## src/rtl/vc_allocator.sv

```systemverilog
// Router-wide virtual-channel allocator.
// Each output port picks one requester per cycle (round-robin from rr_ptr) and hands it the
// lowest-index free downstream VC. Free/busy state is tracked per downstream VC and restored
// by one-cycle release pulses from the downstream input buffers.
module vc_allocator #(
    parameter int unsigned PORT_NUM = 5,
    parameter int unsigned VC_NUM   = 2,
    parameter int unsigned VC_SIZE  = (VC_NUM > 1) ? $clog2(VC_NUM) : 1,
    parameter int unsigned PORT_W   = (PORT_NUM > 1) ? $clog2(PORT_NUM) : 1
) (
    input  logic                                        clk,
    input  logic                                        rst,
    input  logic [PORT_NUM-1:0][VC_NUM-1:0]             request_i,
    input  logic [PORT_NUM-1:0][VC_NUM-1:0][PORT_W-1:0] out_port_i,
    input  logic [PORT_NUM-1:0][VC_NUM-1:0]             idle_downstream_vc_i,
    output logic [PORT_NUM-1:0][VC_NUM-1:0]             vc_valid_o,
    output logic [PORT_NUM-1:0][VC_NUM-1:0][VC_SIZE-1:0] vc_new_o,
    output logic                                        error_o
);

    localparam int unsigned REQ_NUM = PORT_NUM * VC_NUM;
    localparam int unsigned RR_W    = (REQ_NUM > 1) ? $clog2(REQ_NUM) : 1;

    // Registered state
    logic [PORT_NUM-1:0][VC_NUM-1:0] avail_q, avail_d;
    logic [PORT_NUM-1:0][RR_W-1:0]   rr_ptr_q, rr_ptr_d;
    logic                            error_q, error_d;

    // Requests flattened to requester index r = port*VC_NUM+vc
    logic [REQ_NUM-1:0]              req_ok;
    logic [REQ_NUM-1:0][PORT_W-1:0]  req_port;
    logic                            bad_port;

    // Per-output-port arbitration results
    logic [PORT_NUM-1:0]              win_found;
    logic [PORT_NUM-1:0][RR_W-1:0]    win_idx;
    logic [PORT_NUM-1:0]              vc_found;
    logic [PORT_NUM-1:0][VC_SIZE-1:0] vc_sel;
    logic [PORT_NUM-1:0]              grant;

    // Flatten requests; a request naming a nonexistent port is dropped and flagged
    always_comb begin
        req_ok   = '0;
        req_port = '0;
        bad_port = 1'b0;
        for (int p = 0; p < int'(PORT_NUM); p++) begin
            for (int v = 0; v < int'(VC_NUM); v++) begin
                req_port[RR_W'(p * int'(VC_NUM) + v)] = out_port_i[p][v];
                if (request_i[p][v]) begin
                    if (32'(out_port_i[p][v]) < PORT_NUM) begin
                        req_ok[RR_W'(p * int'(VC_NUM) + v)] = 1'b1;
                    end else begin
                        bad_port = 1'b1;
                    end
                end
            end
        end
    end

    // Per output port: round-robin winner from rr_ptr upward with wrap, lowest free VC
    always_comb begin
        int idx;
        idx       = 0;
        win_found = '0;
        win_idx   = '0;
        vc_found  = '0;
        vc_sel    = '0;
        grant     = '0;
        for (int p = 0; p < int'(PORT_NUM); p++) begin
            for (int k = 0; k < int'(REQ_NUM); k++) begin
                idx = int'(rr_ptr_q[p]) + k;
                if (idx >= int'(REQ_NUM)) begin
                    idx = idx - int'(REQ_NUM);
                end
                if (!win_found[p] && req_ok[RR_W'(idx)] &&
                    (req_port[RR_W'(idx)] == PORT_W'(p))) begin
                    win_found[p] = 1'b1;
                    win_idx[p]   = RR_W'(idx);
                end
            end
            // Descending scan so the lowest free VC is the last one written
            for (int v = int'(VC_NUM) - 1; v >= 0; v--) begin
                if (avail_q[p][v]) begin
                    vc_found[p] = 1'b1;
                    vc_sel[p]   = VC_SIZE'(v);
                end
            end
            grant[p] = win_found[p] && vc_found[p];
        end
    end

    // Route each port's grant back to the winning requester
    always_comb begin
        logic [RR_W-1:0] r_idx;
        r_idx      = '0;
        vc_valid_o = '0;
        vc_new_o   = '0;
        for (int pr = 0; pr < int'(PORT_NUM); pr++) begin
            for (int vr = 0; vr < int'(VC_NUM); vr++) begin
                r_idx = RR_W'(pr * int'(VC_NUM) + vr);
                for (int p = 0; p < int'(PORT_NUM); p++) begin
                    if (grant[p] && (win_idx[p] == r_idx)) begin
                        vc_valid_o[pr][vr] = 1'b1;
                        vc_new_o[pr][vr]   = vc_sel[p];
                    end
                end
            end
        end
    end

    // Next state: releases set avail, grants clear it and advance the pointer
    always_comb begin
        avail_d  = avail_q;
        rr_ptr_d = rr_ptr_q;
        error_d  = bad_port;
        for (int p = 0; p < int'(PORT_NUM); p++) begin
            for (int v = 0; v < int'(VC_NUM); v++) begin
                if (idle_downstream_vc_i[p][v]) begin
                    if (avail_q[p][v]) begin
                        error_d = 1'b1;
                    end
                    avail_d[p][v] = 1'b1;
                end
            end
        end
        // Applied after releases so a real allocation wins over a spurious release
        for (int p = 0; p < int'(PORT_NUM); p++) begin
            if (grant[p]) begin
                avail_d[p][vc_sel[p]] = 1'b0;
                if (win_idx[p] == RR_W'(REQ_NUM - 1)) begin
                    rr_ptr_d[p] = '0;
                end else begin
                    rr_ptr_d[p] = win_idx[p] + RR_W'(1);
                end
            end
        end
    end

    // State registers with asynchronous reset
    always_ff @(posedge clk or posedge rst) begin
        if (rst) begin
            avail_q  <= '1;
            rr_ptr_q <= '0;
            error_q  <= 1'b0;
        end else begin
            avail_q  <= avail_d;
            rr_ptr_q <= rr_ptr_d;
            error_q  <= error_d;
        end
    end

    assign error_o = error_q;

endmodule
```

## config.mk

```make
export PLATFORM = sky130hd
export DESIGN_NAME = vc_allocator
export DESIGN_NICKNAME = d
export VERILOG_FILES = /design/src/rtl/vc_allocator.sv
export SDC_FILE = /design/constraint.sdc
export NUM_CORES = 1
export LEC_CHECK = 0
export CAP_MARGIN = 25
export CORE_ASPECT_RATIO = 1.2
export CORE_MARGIN = 4
export CORE_UTILIZATION = 51
export DETAILED_ROUTE_END_ITERATION = 7
export DONT_BUFFER_PORTS = 1
export PLACE_DENSITY = 0.63
export SYNTH_ARGS = -nofsm -noshare
export SYNTH_HDL_FRONTEND = slang
export SYNTH_SLANG_ARGS = --single-unit
```

## constraint.sdc

```tcl
create_clock -name clk -period 9.63 [get_ports clk]
set_input_delay 1.926 -clock clk [delete_from_list [all_inputs] [get_ports clk]]
set_output_delay 1.926 -clock clk [all_outputs]
set_load 0.01 [all_outputs]
```

After elaboration in Yosys (flattened, before gate mapping). Cells that the tools add are included. Widths: inputs -> output; s select.

Register bits: 31. Bits of input ports: 52.

Equality and inequality tests: 85. Add/subtract/negate cells: 100. Muxes and demuxes: 651. Reduce and logical (&&, ||, !) cells: 215. Bitwise gates (word level): 10. Magnitude comparators: 120.

Operator list (count): $bmux 3 s4 (50); $mux 4 (105); $mux 1 (336); $lt 4x6->1 const B (50); $mux 3 (100); $ge 5x4->1 const B (45); $bmux 1 s4 (50); $sub 4x4->4 const B (50); $logic_and 1x1->1 (155); $add 4x3->5 const B (20); $eq 4x3->1 const B (20); $eq 3x2->1 const B (20); $add 4x2->5 const B (10); $add 4x4->5 const B (10); $logic_not 1->1 (45); $eq 4x2->1 const B (10); $eq 4x4->1 const B (10); $eq 3x1->1 const B (10); $eq 3x3->1 const B (10); $logic_not 3->1 (10); $lt 3x3->1 const B (10); $add 4x1->5 const B (5); $add 4x1->4 const B (5); $eq 4x1->1 const B (5); other kinds (8) (40).

Longest topological paths before layout.
Depth in word-level cells: 51. Gate-level depth with buffers: 21.

Least setup slack after synthesis. No wires, ideal clock.

Path type: reg2out. Start point: reg rr_ptr_q[17] (netlist name). End point: out vc_valid_o[6] (netlist name). Path slack: 2.513 ns. Arrival time: 5.191 ns. Stages on the path, launching flop included: 19. Cell sequence: dfrtp_1 -> buf_2 -> clkbuf_1 -> inv_1 -> ha_1 -> clkbuf_1 -> inv_1 -> clkbuf_1 -> ha_1 -> a32o_2 -> and2_4 -> a221o_1 -> or3_4 -> o31a_1 -> a32oi_1 -> a31oi_1 -> a311o_1 -> a22o_1 -> or4b_1.

RTL lines: start: declaration (RTL line 26) `logic [PORT_NUM-1:0][RR_W-1:0] rr_ptr_q, rr_ptr_d;`; start signal: assignment (RTL line 147) `rr_ptr_q <= rr_ptr_d;`; end: declaration (RTL line 16) `output logic [PORT_NUM-1:0][VC_NUM-1:0] vc_valid_o,`.

==> out/qor.txt <==
GP Congestion: 0.980
Num CTS Buffers: 5
sequential fraction of the synthesis area: 0.0530
vias in the first global route: 14800
Total Nets Final: 2036
# clock sinks: 31
CTS tree: yes
RSZ-0062 raised after global routing: no
Max Slew Vio Count: 0
initial antenna violation count: 1
proportion of layout cells with a drive suffix above 1: 0.113
Yosys top cell by area: ha_1
final instance area: 15100 µm²
clock slew at reported path FFs: 0.06 ns
worst path bufs/invs: 2
flop and latch count out of synthesis: 31
WP data arrival: 6.79 ns
Slew HR: 0.220
num rows: 68
DP Area: 15000 µm²
GR Util All Layers: 0.324
CTS Hold Buffers Added: 0
WL/cell: 24.0 µm
Post-Place Cells: 2251
die span in x: 164 µm
most common cell after layout, fill and taps aside: nor2_1
Main synth FF type: dfrtp_1
Fin Setup TNS: 0 ns
Post-synth EDFFs: 0
WS Path Type: flip-flop to primary output
Post-CTS Setup Inserts: 0
most frequent cells in the layout: nor2_1, nand2_1, a21oi_1
outcome: finished, final reports clean
Setup-failing EPs final: 0
H-tree depth: 2
number of I/O port buffers: 0
fraction of registers with async set/reset: 1.00
Worst Setup Start Kind: flip-flop
critical-path cell list: inv_1 > ha_1 > clkinv_1 > ha_1 > nor2b_1 > a211o_1 > o211a_1 > o211ai_1 > o21a_1 > nor3b_2 > and4_1 > a22o_1 > a22o_1 > or3b_2 > o21a_1 > a31oi_1
distinct cell type count after synthesis: 134
Fin. Hold Viols: 0
DRT antenna net count: 0
drt via density: 6.94
Synth top area share: 0.0883
drt total wl: 54200 µm
synthesized cell area: 14900 µm²
largest net degree at the start of global routing: 35
delay-heaviest family, CP: compound AO/OA/AOI/OAI gates
Clock Path Buffers: 2
YS warnings: 0
Slowest-stage cell, CP: dfrtp_1
drt drc: 0
upper clock frequency limit: 115 MHz
Syn Inst Count: 1943
first-pass GRT wire length: 83700 µm
Avg Inst Size Synth: 7.65 µm²
top cells by area, synth: ha_1, mux2i_1, mux4_2
antenna diode count: 0
slowest cell delay on critical path: 0.87 ns
Post-Layout Cell Count: 2260
Core ar.: 28800 µm²
clock root cell: clkbuf_16
HPWL after detailed placement: 43000 µm
Detailed Routing Iterations Pass 1: 6
Initial Util: 0.517
Worst EP required: 7.70 ns
IO Pins: 73
first-iteration detailed-routing DRC count: 1330
Worst Hold Class: flip-flop to flip-flop
area growth from synthesis to layout: 1.57%
minimum clock period: 8.71 ns
Worst setup EP type: primary output
Vias: 15700
Die Ht: 195 µm
die footprint: 32000 µm²
post_cts resized: 0
Final Cycle Share: 0.905
Max Cap Violations: 0
Max FO, Critical Path: 26
worst skew pair latency: 0.28 ns
Fin Clk Skew: 0.00923 ns
GRT Residual Overflow: 0
Worst Max-Slew Pin Slew: 1.15 ns
Yosys cell counts, types with 19 or more instances:
cell type and instances:
clkbuf_1 24, a21o_1 42, nor3_1 70, nand3_1 52, nor2_1 141, inv_1 73
o21a_1 19, nor2b_1 40, o21ai_0 90, a21oi_1 127, nor3b_1 23, mux2_2 29
a31oi_1 24, nand3b_1 22, mux2i_1 91, o211ai_1 35, and2_1 32, xnor2_1 52
a211oi_1 42, nand2_1 135, nor4bb_1 19, mux4_2 36, and3_1 19, nand2b_1 52
buf_2 42, ha_1 105, dfrtp_1 21
path summary, 6_finish.rpt:
kind,startpoint,end,slack [ns],cells past startpoint
worst max-delay path,rr_ptr_q[13],vc_new_o[4],0.92,16
max in group asynchronous,rst,avail_q[4],7.66,2
worst min register to register,avail_q[3],avail_q[3],0.52,2
worst min-delay path,avail_q[3],avail_q[3],0.52,2
min in group asynchronous,rst,rr_ptr_q[14],1.63,2
worst max register to register,rr_ptr_q[13],rr_ptr_q[15],3.58,16
worst min-delay path, cell delays in order, from the launching register on:
cell     delay [ns]
dfstp_2        0.38
nor2_1         0.09
nor2_1         0.04
flip-flops by register name (all words and copies together) (netlist names):
name,count
rr_ptr_q,20
avail_q,10
error_o,1
logic make-up (layout without fill, tap and decap cells):
kind of cell,after synthesis,after routing,synth area share
AND/OR/NAND/NOR,774,774,0.309
AO/OA/AOI/OAI,625,625,0.303
buffers and inverters,178,107,0.0567
multiplexers,158,158,0.140
adder cells (fa/ha/maj),110,110,0.0951
XOR/XNOR,66,66,0.0432
flip-flops,31,31,0.0530
other,1,4,0.000252
layout make-up:
type	count	area, µm²
well taps	385	482
fillers	2889	13700
repair buffers	18	130
flip-flops and latches	31	788
inverters	81	307
clock inverters	2	12.5
multi-input cells	1737	13300
clock buffers	6	129
metrics by stage:
step                hold WS [ns]  utilization  worst slack (ns)
floorplan                  0.487            -              2.51
global placement           0.506        0.520              1.45
detailed placement         0.512        0.520              1.34
CTS                        0.520        0.525              1.01
global route               0.536        0.525             0.472
finish                     0.519        0.525             0.919
per-layer routing:
layer	track usage	vias to the layer above	part of all wire
met5	0	-	0.00018
met3	0.0528	159	0.072
met4	0.134	2	0.047
li1	-	7338	-
met2	0.566	639	0.49
met1	0.393	7554	0.39
Power is not shown: default switching activity piles up to over one toggle a cycle in this logic, so the estimate is an artifact.
